`config.mk`:
```
export PLATFORM = sky130hd
export DESIGN_NAME = frame_buffer_controller
export DESIGN_NICKNAME = d
export VERILOG_FILES = /design/src/rtl/frame_buffer_controller.sv
export SDC_FILE = /design/constraint.sdc
export NUM_CORES = 1
export LEC_CHECK = 0
export ABC_CLOCK_PERIOD_IN_PS = 2900
export CAP_MARGIN = 20
export CORE_ASPECT_RATIO = 1.75
export CORE_MARGIN = 2
export CORE_UTILIZATION = 35
export CTS_CLUSTER_DIAMETER = 40
export DETAILED_ROUTE_END_ITERATION = 12
export PLACE_DENSITY = 0.87
export SLEW_MARGIN = 20
export SYNTH_ARGS = -nofsm -noshare
export SYNTH_HDL_FRONTEND = slang
export SYNTH_SLANG_ARGS = --single-unit
```
`constraint.sdc`:
```
create_clock -name clk -period 2.9 [get_ports clk]
set_input_delay 0.58 -clock clk [delete_from_list [all_inputs] [get_ports clk]]
set_output_delay 0.58 -clock clk [all_outputs]
set_load 0.005 [all_outputs]
```
`src/rtl/frame_buffer_controller.sv`:
```
// frame_buffer_controller
//   Responder end of the sprite-to-frame-buffer write interface. Two
//   256x256 RGB888 banks live in an external dual-port RAM: pixel writes
//   land in the back bank, the front bank is scanned out as a raster
//   stream, and a dfb request swaps the banks at the next vertical-blank
//   start.
//
//   Optional build macro: FB_AUTOCLEAR_EN -- after each swap, zero-fill
//   the new back bank (65536 writes, one per clock) before returning idle.
//
// Ports
//   clk, rst                 clock, asynchronous active-high reset
//   fb_wfb, fb_px            write strobe, pixel address {y, x}
//   fb_r, fb_g, fb_b         pixel colour
//   fb_dfb                   swap request (single-cycle pulse)
//   fb_busy                  swap (and clear) in progress
//   wr_drop                  sticky: a write was discarded during clear
//   ram_wr_en/addr/data      RAM write port, {bank, px} / {r, g, b}
//   ram_rd_addr, ram_rd_data RAM read port, {bank, y, x}, 1-cycle latency
//   disp_valid, disp_rgb     active pixel stream (rgb 0 when not valid)
//   disp_frame_start         pulse with pixel (0,0)
//   disp_vblank              high during the blanking lines
//
// States
//   IDLE    | no swap pending, writes pass through
//   WAIT_VB | swap requested, waiting for vertical-blank start
//   CLEAR   | zero-filling the new back bank (FB_AUTOCLEAR_EN only)

module frame_buffer_controller #(
  parameter int H_BLANK = 64,
  parameter int V_BLANK = 16
) (
  input  logic        clk,
  input  logic        rst,
  input  logic        fb_wfb,
  input  logic        fb_dfb,
  input  logic [15:0] fb_px,
  input  logic [7:0]  fb_r,
  input  logic [7:0]  fb_g,
  input  logic [7:0]  fb_b,
  output logic        fb_busy,
  output logic        wr_drop,
  output logic        ram_wr_en,
  output logic [16:0] ram_wr_addr,
  output logic [23:0] ram_wr_data,
  output logic [16:0] ram_rd_addr,
  input  logic [23:0] ram_rd_data,
  output logic        disp_valid,
  output logic [23:0] disp_rgb,
  output logic        disp_frame_start,
  output logic        disp_vblank
);

  localparam int H_TOTAL = 256 + H_BLANK;
  localparam int V_TOTAL = 256 + V_BLANK;
  // +1 keeps at least 9 bits so the "< 256" compares are meaningful.
  localparam int HW = $clog2(H_TOTAL + 1);
  localparam int VW = $clog2(V_TOTAL + 1);
  localparam logic [HW-1:0] H_LAST = HW'(H_TOTAL - 1);
  localparam logic [VW-1:0] V_LAST = VW'(V_TOTAL - 1);
  localparam logic [HW-1:0] H_ACT  = HW'(256);
  localparam logic [VW-1:0] V_ACT  = VW'(256);

  localparam logic [1:0] S_IDLE    = 2'd0;
  localparam logic [1:0] S_WAIT_VB = 2'd1;
`ifdef FB_AUTOCLEAR_EN
  localparam logic [1:0] S_CLEAR   = 2'd2;
`endif

  logic [1:0]    r_state;
  logic [1:0]    w_state_next;
  logic          r_front_bank;
  logic          r_busy;
  logic          r_wr_drop;
  logic [HW-1:0] r_h_cnt;
  logic [VW-1:0] r_v_cnt;
  logic          r_disp_valid;
  logic          r_disp_frame_start;
  logic          r_disp_vblank;
  logic          w_vb_start;
  logic          w_active;
  logic          w_swap;
  logic          w_drop;
`ifdef FB_AUTOCLEAR_EN
  logic [15:0]   r_clr_cnt;
`endif

  assign w_vb_start = (r_v_cnt == V_ACT) && (r_h_cnt == '0);
  assign w_active   = (r_h_cnt < H_ACT) && (r_v_cnt < V_ACT);

  // State register
  always_ff @(posedge clk or posedge rst) begin
    if (rst) r_state <= S_IDLE;
    else     r_state <= w_state_next;
  end

  // Next-state logic
  always_comb begin
    w_state_next = r_state;
    case (r_state)
      S_IDLE:    if (fb_dfb) w_state_next = S_WAIT_VB;
`ifdef FB_AUTOCLEAR_EN
      S_WAIT_VB: if (w_vb_start) w_state_next = S_CLEAR;
      S_CLEAR:   if (r_clr_cnt == 16'hFFFF) w_state_next = S_IDLE;
`else
      S_WAIT_VB: if (w_vb_start) w_state_next = S_IDLE;
`endif
      default:   w_state_next = S_IDLE;
    endcase
  end

  // Output logic: write-port mux and swap/drop strobes
  always_comb begin
    ram_wr_en   = fb_wfb;
    ram_wr_addr = {~r_front_bank, fb_px};
    ram_wr_data = {fb_r, fb_g, fb_b};
    w_swap      = (r_state == S_WAIT_VB) && w_vb_start;
    w_drop      = 1'b0;
`ifdef FB_AUTOCLEAR_EN
    if (r_state == S_CLEAR) begin
      ram_wr_en   = 1'b1;
      ram_wr_addr = {~r_front_bank, r_clr_cnt};
      ram_wr_data = '0;
      w_drop      = fb_wfb;
    end
`endif
  end

  // Bank select, busy and sticky drop flag
  always_ff @(posedge clk or posedge rst) begin
    if (rst) begin
      r_front_bank <= 1'b0;
      r_busy       <= 1'b0;
      r_wr_drop    <= 1'b0;
    end else begin
      if (w_swap) r_front_bank <= ~r_front_bank;
      r_busy <= (w_state_next != S_IDLE);
      if (w_drop) r_wr_drop <= 1'b1;
    end
  end

`ifdef FB_AUTOCLEAR_EN
  always_ff @(posedge clk or posedge rst) begin
    if (rst)                     r_clr_cnt <= '0;
    else if (r_state == S_CLEAR) r_clr_cnt <= r_clr_cnt + 16'd1;
    else                         r_clr_cnt <= '0;
  end
`endif

  // Raster counters and display flags, delayed one cycle to line up with
  // the RAM read latency.
  always_ff @(posedge clk or posedge rst) begin
    if (rst) begin
      r_h_cnt            <= '0;
      r_v_cnt            <= '0;
      r_disp_valid       <= 1'b0;
      r_disp_frame_start <= 1'b0;
      r_disp_vblank      <= 1'b0;
    end else begin
      if (r_h_cnt == H_LAST) begin
        r_h_cnt <= '0;
        if (r_v_cnt == V_LAST) r_v_cnt <= '0;
        else                   r_v_cnt <= r_v_cnt + 1'b1;
      end else begin
        r_h_cnt <= r_h_cnt + 1'b1;
      end
      r_disp_valid       <= w_active;
      r_disp_frame_start <= (r_h_cnt == '0) && (r_v_cnt == '0);
      r_disp_vblank      <= (r_v_cnt >= V_ACT);
    end
  end

  assign ram_rd_addr      = {r_front_bank, r_v_cnt[7:0], r_h_cnt[7:0]};
  assign fb_busy          = r_busy;
  assign wr_drop          = r_wr_drop;
  assign disp_valid       = r_disp_valid;
  assign disp_frame_start = r_disp_frame_start;
  assign disp_vblank      = r_disp_vblank;
  assign disp_rgb         = r_disp_valid ? ram_rd_data : 24'h0;

endmodule

```
== After elaboration in Yosys (flattened, before gate mapping) ==
Index checks and enable logic that the tools add are counted.

* Reductions and logical operators: 8
* Muxes and demuxes: 6
* Order comparisons: 3
* Add/sub/neg operators: 2
* Bitwise gates (word level): 1
* Eq/ne operators: 4

{| class="wikitable"
|+ Operators with widths
! cell !! count
|-
| == test 9 bit, second input constant || 3
|-
| two-way mux 24 bit || 1
|-
| adder 9 x 1 -> 9 bit, second input constant || 2
|-
| logical NOT 9 bit || 2
|-
| < comparator 9 bit, second input constant || 2
|-
| two-way mux 9 bit || 2
|-
| >= comparator 9 bit, second input constant || 1
|-
| logical AND 1 bit || 4
|-
| two-way mux 2 bit || 2
|-
| case mux 2 bit (2 select lines) || 1
|-
| == test 2 x 1 -> 1 bit, second input constant || 1
|-
| logical NOT 2 bit || 1
|-
| nonzero test 2 bit || 1
|-
| inverter 1 bit || 1
|}

* Output and inout port bits: 88
* Input port bits: 68
* Logic and storage cells: 32
* Flip-flop bits (word level): 25

== Logic depth before layout (Yosys ltp) ==
* Depth after elaboration: 5
* Depth in mapped cells: 6
* Depth with buffers taken out: 6

== Least setup slack after synthesis ==
No wires, ideal clock.

* Path type: flip-flop to flip-flop
* From: register r_v_cnt[4]
* To: register r_v_cnt[7]
* Path buffers: 0
* Required time: 2.775 ns
* Arrival time: 1.359 ns
* Setup time: 0.125 ns
* Period minus slack after synthesis: 1.484 ns
* Slack: 1.416 ns
* Cell stages (with the launch flop): 5
* Cell sequence: dfrtp_1 -> nor4_4 -> nand3_2 -> a21o_1 -> mux2_2

* Longest elaborated chain between the ends: 2
* Elaborated cells between the ends (all ways): 3
* Those cells by class: add/sub (1); eq/ne (1); mux (1)

{| class="wikitable"
|+ RTL lines
! what !! line !! RTL
|-
| start: declaration || 76 || <nowiki>logic [VW-1:0] r_v_cnt;</nowiki>
|-
| start signal: assignment || 163 || <nowiki>else r_v_cnt <= r_v_cnt + 1'b1;</nowiki>
|-
| adder 9 x 1 -> 9 bit or == test 9 bit (tied branches) || 163, 162 ||
|-
| two-way mux 9 bit (*) || 162 || <nowiki>if (r_v_cnt == V_LAST) r_v_cnt <= '0;</nowiki>
|}

Every way passes the cells marked *; elsewhere a longest branch is shown, timed or not.
A chain may end at the register's enable or synchronous reset.

== Worst setup path after layout ==
* From: input port ram_rd_data[19]
* To: output port disp_rgb[19]

* Longest elaborated chain between the ends: 1

{| class="wikitable"
|+ RTL lines
! what !! line !! RTL
|-
| start: declaration || 47 || <nowiki>input logic [23:0] ram_rd_data,</nowiki>
|-
| two-way mux 24 bit || 179 || <nowiki>assign disp_rgb = r_disp_valid ? ram_rd_data : 24'h0;</nowiki>
|-
| end: declaration || 49 || <nowiki>output logic [23:0] disp_rgb,</nowiki>
|}

No other way between the ends.

==> results.txt <==
----------------------------------------------------
[Cells and area]
  Fraction of layout cells with a size suffix above 1 ... 7.83%
  Post-route cell area ... 0.00224 mm2
  Final antenna diode count ... 0
  Net total in the final layout ... 290
  Final std cells w/o fill ... 272
  Synthesis-to-layout area growth ... 20.4%

[STA]
  RSZ-0062 raised after global routing ... no
  Pin slew with the least headroom to its limit ... 0.515 ns
  Worst Clk Skew ... 0.00287 ns
  Total negative slack for setup checks ... 0 ns
  Slew headroom ... 65.6%
  Count of endpoints failing hold in the final timing report ... 0
  Portion of the clock cycle consumed by the worst path in the final layout ... 79.4%
  Min Clock Period, post-route ... 2.30 ns
  Max frequency ... 0.434 GHz
  Final setup fails ... 0
  Total count of max-transition violations in the final report ... 0

[Pwr]
  PD cells ... 297 mW/mm2
  Peak ir drop on the vdd network ... 0.257 mV
  Static leakage ... 0.000911 uW
  Design Power ... 664 uW

[Floorplanning]
  Die X ... 59.1 um
  Die area ... 0.00593 mm2
  Die boundary height ... 100 um
  Starting density of the core ... 35.7%
  Ports placed on the boundary ... 156
  Row count ... 35
  Area of the core region ... 0.00521 mm2

[Placed design]
  Global placer's final weighted congestion ... 0.859
  Placed Area ... 0.00219 mm2
  Number of port buffers ... 72
  Dpl cells ... 268
  HPWL after DPL ... 5230 um

[Synthesis]
  Cells taking the most area after synthesis ... sky130_fd_sc_hd__dfrtp_1, sky130_fd_sc_hd__buf_4, sky130_fd_sc_hd__and2_1
  Number of synthesized register bits ... 25
  Complex-gate fraction of the synthesized area ... 4.98%
  Most numerous cell in the Yosys netlist ... sky130_fd_sc_hd__buf_4
  Commonest cells post-synth ... sky130_fd_sc_hd__buf_4, sky130_fd_sc_hd__and2_1, sky130_fd_sc_hd__dfrtp_1
  Dominant synthesized flop cell ... sky130_fd_sc_hd__dfrtp_1
  Sequential share of the synthesized area ... 33.7%
  Simple-gate share of the synthesized area ... 25.4%
  Main combinational cell family by area after synthesis ... buffers and inverters
  Mean instance size in the synthesized netlist ... 9.11 um2
  Post-synthesis adder-cell area fraction ... 2.69%
  Share of flip-flops with an asynchronous set or reset after synthesis ... 100%
  Netlist cell types ... 37
  Number of cells produced by synthesis ... 204
  Biggest area consumer among synthesized cells ... sky130_fd_sc_hd__dfrtp_1
  Total of warnings raised by yosys ... 0
  Xor and xnor area share after synthesis ... 4.65%
  Proportion of netlist area held by the largest area contributor ... 33.7%
  Post-synthesis instance area ... 0.00186 mm2
  Mux share of post-synthesis cell area ... 1.21%
  EDFF count, synth ... 0

[Global routing]
  Largest net degree at the start of global routing ... 26
  Initial antenna violation count ... 0
  Overflow after GRT ... 0
  First-pass GRT wire length ... 8200 um
  GRT Resource Usage Total ... 19.5%
  Vias in the first global route ... 1401

[Setup path]
  Ordered list of cells on the worst path ... clkdlybuf4s50_1, and2_1, clkdlybuf4s50_1
  Slowest stage cell, crit path ... sky130_fd_sc_hd__clkdlybuf4s50_1
  End of the critical path ... disp_rgb[19]
  Crit Path Max Fanout ... 1
  Critical path arrival ... 1.72 ns
  CP endpoint kind ... output port
  Capture point of the worst reg-to-reg path ... r_v_cnt[8]$_DFFE_PP0N_
  Startpoint Class ... primary input
  Worst path max stage delay ... 0.50 ns
  Number of cell instances on the worst register-to-register path ... 4
  Setup Crit Path Kind ... in2out
  Setup crit start ... ram_rd_data[19]
  Most frequent CP cell ... sky130_fd_sc_hd__clkdlybuf4s50_1
  Required time at the endpoint of the critical path ... 2.32 ns
  Flop2flop setup slack ... 1.18 ns
  R2R Path Start ... r_h_cnt[0]$_DFF_PP0_

[CTS]
  Depth of the CTS H-tree ... 1
  Clock transition at path regs ... 0.09 ns
  Clock tree from TritonCTS ... built
  Hold-fix buffers, CTS ... 0
  Post-CTS Setup Bufs ... 0
  Number of buffers added by the clock tree synthesis step ... 3
  Insertion delay of the later-clocked pin in the worst-skew pair ... 0.27 ns
  Clock tree buffer depth ... 2
  Cell chosen for the clock root ... sky130_fd_sc_hd__clkbuf_8
  Clk sink count ... 25
  Post-cts repair resize count ... 0

[Drt]
  Antenna-violating nets left ... 0
  Routed via count divided by cell count ... 5.25
  Overall via count from detail_route ... 1429
  Wire length per cell ... 22.2 um
  DRT Wirelength ... 6030 um
  DRC violations left ... 0
  Iter 0 DRT Violations ... 41
  Number of iterations in the first detailed-routing pass ... 4

[Status]
  Run status ... complete, no violations

[Run]
  Max capacitance violation total ... 0

[Hold path]
  Worst min path class ... reg2reg

----------------------------------------------------
worst max-delay path: cells and delay by family:
family                 cells  cell delay [ns]
AND/OR/NAND/NOR            1             0.14
buffers and inverters      2             1.00
routing by layer:
metal | global-route usage (%) | routed length (um) | vias to the layer above
li1 | - | - | 636
met1 | 17.3 | 1780 | 654
met2 | 30.0 | 2620 | 108
met3 | 17.8 | 1420 | 31
met4 | 8.92 | 209 | 0
met5 | 0 | 0 | -
state kept, by name, indices dropped and copies added, names as in the netlist:
name,flops
disp_frame_start,1
disp_valid,1
disp_vblank,1
fb_busy,1
r_front_bank,1
r_h_cnt,9
r_state,2
r_v_cnt,9
area by class of cell:
type	count	area, um2
fill	511	2970
multi-input combinational	105	731
timing repair buffer	73	728
sequential	25	626
tap	55	68.8
clock buffer	3	41.3
inverter	10	37.5
clock inverter	1	5.00
stage by stage:
step	hold WS, ns	setup slack [ns]	utilization, %
final	0.490	0.598	42.9
after global routing	0.505	0.508	42.9
after CTS	0.490	0.596	42.9
after detailed placement	0.477	0.598	42.0
after global placement	0.466	0.583	42.0
after floorplan	0.458	1.42	-
logic make-up (layout without fill, tap and decap cells):
family,after synthesis,in the layout
AOI/OAI and AO/OA,15,15
xor gates and xnor gates,9,9
adders and majority gates,4,4
buffers and inverters,75,87
DFF,25,25
muxes,2,2
other,1,2
and+or+nand+nor,73,73
power by group:
group / total (uW) / internal, uW / switching [uW]
clock network: 211 / 96.3 / 115
logic: 100 / 70.4 / 29.9
registers: 352 / 351 / 1.29
total: 664 / 518 / 146
worst min path at each step:
stage / endpoint / start / slack, ns / cells past startpoint
global placement: r_state[0]$_DFF_PP0_ / r_state[1]$_DFF_PP0_ / 0.47 / 1
CTS: r_state[0]$_DFF_PP0_ / r_state[1]$_DFF_PP0_ / 0.49 / 1
detailed placement: r_state[0]$_DFF_PP0_ / r_state[1]$_DFF_PP0_ / 0.48 / 1
floorplan: fb_busy$_DFF_PP0_ / r_state[1]$_DFF_PP0_ / 0.46 / 1
finish: r_state[0]$_DFF_PP0_ / r_state[1]$_DFF_PP0_ / 0.49 / 1
global route: r_state[0]$_DFF_PP0_ / r_state[1]$_DFF_PP0_ / 0.50 / 1
placed cells by master, fill, tap and decap left out, types with 2 or more instances in the layout:
cell	Yosys	layout
sky130_fd_sc_hd__nor2_1	8	8
sky130_fd_sc_hd__dfrtp_1	25	25
sky130_fd_sc_hd__inv_1	10	10
sky130_fd_sc_hd__and4_4	3	3
sky130_fd_sc_hd__clkbuf_8	0	3
sky130_fd_sc_hd__and2_1	25	25
sky130_fd_sc_hd__xor2_1	3	3
sky130_fd_sc_hd__o21ai_1	2	2
sky130_fd_sc_hd__nand4_1	3	3
sky130_fd_sc_hd__nor3_1	3	3
sky130_fd_sc_hd__nand2_1	6	6
sky130_fd_sc_hd__mux2_2	2	2
sky130_fd_sc_hd__o21ai_0	6	6
sky130_fd_sc_hd__xnor2_1	5	5
sky130_fd_sc_hd__conb_1	1	2
sky130_fd_sc_hd__and4_1	3	3
sky130_fd_sc_hd__nand3_1	7	7
sky130_fd_sc_hd__a21oi_1	2	2
sky130_fd_sc_hd__and3_1	5	5
sky130_fd_sc_hd__a31oi_1	2	2
sky130_fd_sc_hd__ha_1	4	4
sky130_fd_sc_hd__clkdlybuf4s50_1	0	72
No activity file was read; power rests on OpenSTA's default activity.
